[src/rtl/bmem_pkg.sv]
// Shared types and constants for the banked-memory line adapter.
// The adapter moves 256-bit cache lines as 4-beat 64-bit bmem bursts.
package bmem_pkg;
    localparam int BEAT_W      = 64;
    localparam int BEATS       = 4;
    localparam int LINE_W      = BEAT_W * BEATS;
    localparam int OFFSET_BITS = 5;

    typedef enum logic [2:0] {
        IDLE,
        WR_BURST,
        RD_ISSUE,
        RD_WAIT,
        RESP
    } bmem_state_t;

    typedef enum logic {
        GNT_I,
        GNT_D
    } bmem_gnt_t;
endpackage

[src/rtl/rr_arbiter2.sv]
// Two-way round-robin arbiter between the I-cache and D-cache.
// On a conflict the side that did not win last time gets the grant.
module rr_arbiter2
    import bmem_pkg::*;
(
    input  logic clk,
    input  logic rst,
    input  logic req_i,
    input  logic req_d,
    input  logic update,
    output logic gnt_d,
    output logic any_req
);
    bmem_gnt_t last_grant;
    bmem_gnt_t winner;

    always_comb begin
        winner = GNT_I;
        if (req_d && (!req_i || last_grant == GNT_I))
            winner = GNT_D;
    end

    always_ff @(posedge clk or posedge rst) begin
        if (rst)
            last_grant <= GNT_I;
        else if (update && (req_i || req_d))
            last_grant <= winner;
    end

    assign gnt_d   = (winner == GNT_D);
    assign any_req = req_i | req_d;
endmodule

[src/rtl/bmem_line_adapter.sv]
// Initiator side of the bmem port: arbitrates cache line fills and writebacks,
// splits each line into a 4-beat burst and assembles returning read beats.
module bmem_line_adapter #(
    parameter int ADDR_W = 32,
    parameter int BEAT_W = 64,
    parameter int BEATS  = 4
) (
    input  logic                      clk,
    input  logic                      rst,
    input  logic [ADDR_W-1:0]         i_addr,
    input  logic                      i_read,
    output logic [BEAT_W*BEATS-1:0]   i_rdata,
    output logic                      i_resp,
    input  logic [ADDR_W-1:0]         d_addr,
    input  logic                      d_read,
    input  logic                      d_write,
    input  logic [BEAT_W*BEATS-1:0]   d_wdata,
    output logic [BEAT_W*BEATS-1:0]   d_rdata,
    output logic                      d_resp,
    output logic [ADDR_W-1:0]         bmem_addr,
    output logic                      bmem_read,
    output logic                      bmem_write,
    output logic [BEAT_W-1:0]         bmem_wdata,
    input  logic                      bmem_ready,
    input  logic [ADDR_W-1:0]         bmem_raddr,
    input  logic [BEAT_W-1:0]         bmem_rdata,
    input  logic                      bmem_rvalid
);
    import bmem_pkg::*;

    localparam int LINE_W = BEAT_W * BEATS;
    localparam int CNT_W  = $clog2(BEATS);
    localparam logic [CNT_W-1:0]  LAST_BEAT = CNT_W'(BEATS - 1);
    localparam logic [ADDR_W-1:0] LINE_MASK = ~ADDR_W'((1 << OFFSET_BITS) - 1);

    bmem_state_t        state_q, state_d;
    bmem_gnt_t          gnt_q;
    logic [CNT_W-1:0]   cnt_q;
    logic [ADDR_W-1:0]  addr_q;
    logic [LINE_W-1:0]  wbuf_q;
    logic [LINE_W-1:0]  asm_q;
    logic [LINE_W-1:0]  line_fill;
    logic [LINE_W-1:0]  i_rdata_q;
    logic [LINE_W-1:0]  d_rdata_q;
    logic [ADDR_W-1:0]  sel_addr;
    logic               gnt_d;
    logic               any_req;
    logic               arb_update;
    logic               beat_hit;

    rr_arbiter2 u_arb (
        .clk     (clk),
        .rst     (rst),
        .req_i   (i_read),
        .req_d   (d_read | d_write),
        .update  (arb_update),
        .gnt_d   (gnt_d),
        .any_req (any_req)
    );

    assign sel_addr = gnt_d ? d_addr : i_addr;
    assign beat_hit = (state_q == RD_WAIT) && bmem_rvalid && (bmem_raddr == addr_q);

    // Incoming beat merged into the partial line so the final beat lands in the
    // per-side output register in the same cycle it arrives.
    always_comb begin
        line_fill = asm_q;
        line_fill[cnt_q*BEAT_W +: BEAT_W] = bmem_rdata;
    end

    always_comb begin
        state_d    = state_q;
        arb_update = 1'b0;
        bmem_read  = 1'b0;
        bmem_write = 1'b0;
        bmem_wdata = '0;
        i_resp     = 1'b0;
        d_resp     = 1'b0;
        case (state_q)
            IDLE: begin
                arb_update = 1'b1;
                if (any_req)
                    state_d = (gnt_d && d_write) ? WR_BURST : RD_ISSUE;
            end
            WR_BURST: begin
                bmem_write = 1'b1;
                bmem_wdata = wbuf_q[cnt_q*BEAT_W +: BEAT_W];
                if (bmem_ready && cnt_q == LAST_BEAT)
                    state_d = RESP;
            end
            RD_ISSUE: begin
                bmem_read = 1'b1;
                if (bmem_ready)
                    state_d = RD_WAIT;
            end
            RD_WAIT: begin
                if (beat_hit && cnt_q == LAST_BEAT)
                    state_d = RESP;
            end
            RESP: begin
                i_resp  = (gnt_q == GNT_I);
                d_resp  = (gnt_q == GNT_D);
                state_d = IDLE;
            end
            default: state_d = IDLE;
        endcase
    end

    always_ff @(posedge clk or posedge rst) begin
        if (rst) begin
            state_q   <= IDLE;
            gnt_q     <= GNT_I;
            cnt_q     <= '0;
            addr_q    <= '0;
            wbuf_q    <= '0;
            asm_q     <= '0;
            i_rdata_q <= '0;
            d_rdata_q <= '0;
        end else begin
            state_q <= state_d;
            case (state_q)
                IDLE: begin
                    if (any_req) begin
                        gnt_q  <= gnt_d ? GNT_D : GNT_I;
                        addr_q <= sel_addr & LINE_MASK;
                        cnt_q  <= '0;
                        if (gnt_d && d_write)
                            wbuf_q <= d_wdata;
                    end
                end
                WR_BURST: begin
                    if (bmem_ready)
                        cnt_q <= cnt_q + 1'b1;
                end
                RD_WAIT: begin
                    if (beat_hit) begin
                        asm_q <= line_fill;
                        cnt_q <= cnt_q + 1'b1;
                        if (cnt_q == LAST_BEAT) begin
                            if (gnt_q == GNT_D)
                                d_rdata_q <= line_fill;
                            else
                                i_rdata_q <= line_fill;
                        end
                    end
                end
                RESP: cnt_q <= '0;
                default: ;
            endcase
        end
    end

    assign bmem_addr = addr_q;
    assign i_rdata   = i_rdata_q;
    assign d_rdata   = d_rdata_q;

    // A stray tag is tolerated in hardware but points at a memory-side bug;
    // a dropped request leaves the burst running to completion.
    always @(posedge clk) begin
        if (!rst) begin
            if (state_q == RD_WAIT && bmem_rvalid)
                assert (bmem_raddr == addr_q)
                    else $warning("bmem_line_adapter: read tag %h differs from burst %h", bmem_raddr, addr_q);
            if (state_q != IDLE)
                assert ((gnt_q == GNT_D) ? (d_read || d_write) : i_read)
                    else $error("bmem_line_adapter: request dropped before response");
        end
    end
endmodule

[config.mk]
export PLATFORM = sky130hd
export DESIGN_NAME = bmem_line_adapter
export DESIGN_NICKNAME = d
export VERILOG_FILES = /design/src/rtl/bmem_pkg.sv /design/src/rtl/rr_arbiter2.sv /design/src/rtl/bmem_line_adapter.sv
export SDC_FILE = /design/constraint.sdc
export NUM_CORES = 2
export LEC_CHECK = 0
export CORE_AREA = 2 2 406 408
export CTS_CLUSTER_DIAMETER = 30
export DETAILED_ROUTE_END_ITERATION = 10
export DIE_AREA = 0 0 408 410
export GPL_TIMING_DRIVEN = 1
export SETUP_SLACK_MARGIN = 0.05
export SYNTH_ARGS = -nofsm -noshare
export SYNTH_HDL_FRONTEND = slang
export SYNTH_HIERARCHICAL = 1
export SYNTH_SLANG_ARGS = --single-unit
export TNS_END_PERCENT = 50
[constraint.sdc]
create_clock -name clk -period 63.1 [get_ports clk]
set_input_delay 12.62 -clock clk [delete_from_list [all_inputs] [get_ports clk]]
set_output_delay 12.62 -clock clk [all_outputs]
set_load 0.05 [all_outputs]
# --- After elaboration in Yosys (flattened, before gate mapping) ---
# Index checks and enable logic that the tools add are counted.
classes:
  n_eq_ne: 12
  bitwise: 4
  n_lt_le_gt_ge: 0
  n_mul: 0
  n_shift: 3
  div_mod_pow: 0
  n_reduce_logical: 19
  muxes: 20
  addsub: 2
ops:
  columns: ["op", "count"]
  rows:
  - ["bitwise mux 256 bit", 1]
  - ["variable shift 64 x 34 -> 256 bit (first input constant)", 1]
  - ["indexed part select 256 x 9 -> 64 bit", 1]
  - ["indexed part select 64 x 34 -> 256 bit", 1]
  - ["two-way mux 64 bit", 1]
  - ["negation 8 -> 34 bit", 1]
  - ["equality test 32 bit", 1]
  - ["two-way mux 32 bit", 1]
  - ["AND reduction 4 bit", 4]
  - ["two-way mux 3 bit", 4]
  - ["one-hot mux 3 bit (4 select lines)", 1]
  - ["!= test 2 bit (second input constant)", 5]
  - ["two-way mux 2 bit", 4]
  - ["one-hot mux 2 bit (4 select lines)", 1]
  - ["logical AND 1 bit", 7]
  - ["two-way mux 1 bit", 7]
  - ["equality test 3 x 2 -> 1 bit (second input constant)", 2]
  - ["AND reduction 2 bit", 2]
  - ["nonzero test 4 bit", 1]
  - ["equality test 3 x 1 -> 1 bit (second input constant)", 1]
  - ["equality test 3 bit (second input constant)", 1]
  - ["zero test 3 bit", 1]
  - ["AND reduction 3 bit", 1]
  - ["adder 2 x 1 -> 2 bit (second input constant)", 1]
  - ["other kinds (6)", 9]
word_totals:
  latch_bits: 0
  input_bits: 423
  rom_bits: 0
  ff_bits: 1058
  ramBits: 0
  mem_count: 0

# --- Longest topological paths before layout ---
logic_depth:
  word_depth: 8
  mapped_depth: 11

# --- By module ---
# The synthesis kept the hierarchy.
by_module_without_submodules:
  columns: ["mod", "cells_per_inst", "area_per_inst_um2", "n_inst"]
  rows:
  - ["bmem_line_adapter", 3715, 45304.7, 1]
  - ["rr_arbiter2", 6, 53.8, 1]

# --- Worst setup path before layout ---
# No wires, ideal clock.
synth_timing:
  path_kind: "input-to-reg"
  from: "in bmem_raddr[1]"
  to: "reg d_rdata_q[229] (netlist: d_rdata[229])"
  path_buffers: 4
  setup_slack_ns: 47.822
  setup_ns: 0.125
  stages: 9
  arrival_ns: 15.154
  path_cell_list: "or4b_1 > or4_1 > buf_2 > nor4_2 > and3_1 > clkbuf_1 > buf_2 > buf_4 > mux2_2"
synth_via:
  elab_chain_cells: 3
synth_rtl:
  columns: ["element", "line", "source"]
  rows:
  - ["start, declared", "bmem_line_adapter.sv:25", "input logic [ADDR_W-1:0] bmem_raddr,"]
  - ["equality test 32 bit", "bmem_line_adapter.sv:62", "assign beat_hit = (state_q == RD_WAIT) && bmem_rvalid && (bmem_raddr == addr_q);"]
  - ["logical AND 1 bit", "bmem_line_adapter.sv:62", null]
  - ["AND reduction 4 bit (no line)", null, null]
  - ["end signal, assigned", "bmem_line_adapter.sv:141", "d_rdata_q <= line_fill;"]
  - ["end, declared", "bmem_line_adapter.sv:44", "logic [LINE_W-1:0] d_rdata_q;"]
# No other way between the ends.
# A chain may end at the register's enable or synchronous reset.

# --- Worst setup path in the final report ---
layout_timing:
  from: "in bmem_raddr[18]"
  to: "reg d_rdata_q[42] (netlist: d_rdata[42])"
# The elaborated chain is that of the path after synthesis.

==> summary.log <==
INFO  status         outcome=finished clean
INFO  clocking       clock-sinks=1058
INFO  floorplanning  fp-row-count=149
INFO  synthesis      synth.top_cells.by_area=sky130_fd_sc_hd__dfrtp_1, sky130_fd_sc_hd__mux2_2, sky130_fd_sc_hd__o21ai_0, sky130_fd_sc_hd__nand2_1, sky130_fd_sc_hd__mux2_1
INFO  synthesis      synth.ff_latch_count=1058
INFO  floorplanning  die_x=408µm
INFO  power_and_ir_drop powerDensity=40.49nW/µm²
INFO  layout         nets=5224
INFO  setup_path     worst-setup-path-type=input pin to register
INFO  global_route   grt_max_degree=179
INFO  synthesis      synthArstFlopShare=100.0%
INFO  layout         fin_area=67090µm²
INFO  global_route   grt_pass1_vias=35070
INFO  detailed_routing drt_first_pass_iters=5
INFO  synthesis      synth-warning-count=6
INFO  sta            hold_viol=0
INFO  detailed_routing detail_route.drc_violations=0
INFO  synthesis      syn_area_per_cell=12.19µm²
INFO  clocking       cts.root.buffer_cell=sky130_fd_sc_hd__clkbuf_16
INFO  floorplanning  design.die.area=167300µm²
INFO  detailed_routing routed-via-count=33468
INFO  sta            setup_total_negative_slack=0ns
INFO  setup_path     cp.required=63.84ns
INFO  place          placed_area=57300µm²
INFO  detailed_routing wl=166.5mm
INFO  power_and_ir_drop total_leakage_power=30.24nW
INFO  setup_path     start_kind=input pin
INFO  sta            final_min_period_over_clock_period=27.74%
INFO  clocking       clk-insertion-delay-late=0.90ns
INFO  synthesis      cell_types_with_the_highest_counts_after_synthesis=sky130_fd_sc_hd__dfrtp_1, sky130_fd_sc_hd__mux2_2, sky130_fd_sc_hd__nand2_1
INFO  setup_path     cp_max_fo=55
INFO  place          placedCellCount=6692
INFO  layout         filler_instances=15332
INFO  floorplanning  initial_core_utilization=27.74%
INFO  layout         synthToLayoutAreaGrowth=47.90%
INFO  sta            minimum_clock_period=17.50ns
INFO  synthesis      yosys.area_share.xor_xnor=0.5214%
INFO  synthesis      mux_cell_area_share_after_synthesis=22.89%
INFO  detailed_routing drt_first_iter_violations=2223
INFO  detailed_routing wl_per_cell=23.12µm
INFO  floorplanning  die_h=410µm
INFO  clocking       cts_tree=yes
INFO  place          gpl.final_weighted_congestion=0.9050
INFO  setup_path     critical_path_arrival=18.25ns
INFO  job            maxCapViolCount=0
INFO  power_and_ir_drop peakVddDrop=26.95µV
INFO  global_route   global_route_wire_length_before_repair=242.7mm
INFO  global_route   overflow=0
INFO  synthesis      dominantRegCellSynth=sky130_fd_sc_hd__dfrtp_1
INFO  synthesis      number_of_enable_flip_flop_cells_after_synthesis=0
INFO  layout         finish.utilization=41.03%
INFO  detailed_routing viasPerCell=4.646
INFO  synthesis      postSynthCellCount=3721
INFO  layout         sequential_cell_area=26480µm²
INFO  clocking       cts.hold.buffers_added=0
INFO  clocking       cts-resized-gates=0
INFO  sta            slew_viol_final=0
INFO  global_route   grt_use_total=19.61%
INFO  setup_path     critPathCaptureType=register
INFO  synthesis      synth_top_family_by_area=multiplexers
INFO  synthesis      mappedNetlistArea=45360µm²
INFO  sta            skew=0.06663ns
INFO  sta            relSlewSlack=23.22%
INFO  layout         layout_cells_sized_above_1=24.65%
INFO  synthesis      netlist.area_leader.share=58.37%
INFO  synthesis      ys_seq_area_share=58.37%
INFO  detailed_routing detail-route-antenna-nets=0
INFO  sta            worstMarginPinSlew=1.140ns
INFO  synthesis      post-synth-top-area-cell=sky130_fd_sc_hd__dfrtp_1
INFO  place          numPortBuffers=1019
INFO  sta            max_clock_freq=57.14MHz
INFO  layout         layoutNonFillerInstCount=7203
INFO  floorplanning  ios=1035
INFO  layout         multi_input_area=16390µm²
INFO  clocking       cts.clk_slew.worst_paths=0.04ns
INFO  floorplanning  fp.coreArea=163500µm²
INFO  sta            grt_setup_unrepaired=false
INFO  clocking       htree_levels=5
INFO  synthesis      synth-adder-area-share=0.1379%
INFO  clocking       clock_path_buffers=4
INFO  synthesis      synth_compound_gate_area_share=6.196%
INFO  synthesis      synth_cell_types=44
INFO  min_path       hold_path.class=register to register
INFO  clocking       tritoncts.num_buffers=291
INFO  sta            setup_viol=0
INFO  synthesis      most_instantiated_library_cell_after_synthesis=sky130_fd_sc_hd__dfrtp_1
INFO  place          place.detailed.hpwl=112.9mm
INFO  clocking       post_cts_buffers=0
INFO  synthesis      synth-simple-area-share=5.994%
INFO  global_route   grt_antenna_before_repair=22
power by group:
part	internal (mW)	leakage [nW]	switching [mW]	total [mW]
Sequential	0.770	13.0	0.0646	0.835
Combinational	0.185	12.4	0.233	0.419
Clock	1.04	4.78	0.425	1.46
kinds of logic (layout without fill, tap and decap cells):
kind of cell,count (synthesis),count (layout)
buffers and inverters,567,1845
multiplexers,861,861
AO/OA/AOI/OAI,555,555
other,1,16
AND/OR/NAND/NOR,647,647
adder cells (fa/ha/maj),5,5
flip-flops,1058,1058
XOR/XNOR,27,27
per-layer routing:
| metal | wire [µm] | share of wire, % | track usage, % | vias up |
|---|---|---|---|---|
| li1 | - | - | - | 14741 |
| met2 | 81270 | 49 | 32.70 | 1318 |
| met3 | 13040 | 7.8 | 6.330 | 277 |
| met4 | 5209 | 3.1 | 7.433 | 4 |
| met1 | 66960 | 40 | 23.52 | 17128 |
| met5 | 28 | 0.017 | 0 | - |
cells in the final DEF (no fill, tap or decap), types with 3 or more instances in the layout:
cell	n
sky130_fd_sc_hd__dfrtp_1	1056
sky130_fd_sc_hd__clkdlybuf4s50_1	1019
sky130_fd_sc_hd__mux2_2	630
sky130_fd_sc_hd__nand2_1	516
sky130_fd_sc_hd__o21ai_0	515
sky130_fd_sc_hd__clkbuf_16	293
sky130_fd_sc_hd__inv_1	268
sky130_fd_sc_hd__mux2_1	140
sky130_fd_sc_hd__nor2b_1	66
sky130_fd_sc_hd__mux4_2	64
sky130_fd_sc_hd__buf_4	54
sky130_fd_sc_hd__clkbuf_8	47
sky130_fd_sc_hd__clkbuf_1	45
sky130_fd_sc_hd__clkinv_2	40
sky130_fd_sc_hd__bufinv_16	35
sky130_fd_sc_hd__a21oi_1	29
sky130_fd_sc_hd__nor2_1	28
sky130_fd_sc_hd__mux2i_1	27
sky130_fd_sc_hd__xor2_1	23
sky130_fd_sc_hd__clkinvlp_4	14
sky130_fd_sc_hd__clkinv_4	12
sky130_fd_sc_hd__diode_2	11
sky130_fd_sc_hd__inv_6	10
sky130_fd_sc_hd__nor4_1	6
sky130_fd_sc_hd__nor4b_2	5
sky130_fd_sc_hd__conb_1	5
sky130_fd_sc_hd__xnor2_1	4
sky130_fd_sc_hd__ha_4	4
sky130_fd_sc_hd__clkinv_8	4
sky130_fd_sc_hd__nor2_4	3
sky130_fd_sc_hd__a22o_1	3
sky130_fd_sc_hd__buf_12	3
sequential cells by signal, indices dropped and copies added (netlist names):
name	flops
state_q	3
wbuf_q	256
d_rdata	256
cnt_q	2
u_arb/last_grant	1
asm_q	256
bmem_addr	27
i_rdata	256
gnt_q	1
worst paths after layout:
| path | startpoint | end | slack, ns | cells past startpoint |
|---|---|---|---|---|
| max | bmem_raddr[18] | d_rdata[42] | 45.60 | 9 |
| min | i_rdata[254] | i_rdata[254] | 0.48 | 1 |
| max reg2reg | bmem_addr[18] | d_rdata[42] | 57.17 | 8 |
| min reg2reg | i_rdata[254] | i_rdata[254] | 0.48 | 1 |
| max in group asynchronous | rst | i_rdata[151] | 46.87 | 6 |
| min in group asynchronous | rst | u_arb/last_grant | 12.02 | 2 |
critical path, cell delays in order:
cell and delay [ns]:
sky130_fd_sc_hd__clkdlybuf4s50_1 0.41, sky130_fd_sc_hd__xnor2_1 0.54, sky130_fd_sc_hd__nand4_1 0.15, sky130_fd_sc_hd__or4_1 0.79, sky130_fd_sc_hd__nor4_4 0.77, sky130_fd_sc_hd__and3_4 0.85
sky130_fd_sc_hd__buf_4 0.68, sky130_fd_sc_hd__buf_4 0.78, sky130_fd_sc_hd__mux2_2 0.41
cell type report:
type,count,share of cell area [%]
well taps,2189,4.083
multi-input cells,2100,24.44
clock buffers,385,12.15
repair buffers,1076,15.90
diodes,11,0.04103
flip-flops and latches,1058,39.48
clock inverters,115,2.406
inverters,269,1.516
through the flow:
stage	power, mW	worst slack [ns]	hold slack (ns)
after floorplan	1.089	20.73	0.4452
after global placement	1.255	44.67	0.4666
after detailed placement	1.265	44.70	0.4737
after CTS	2.746	45.64	0.4827
after global routing	2.821	45.45	0.4918
final	2.716	45.60	0.4795
Note: power is estimated with default switching activity, not from simulation.
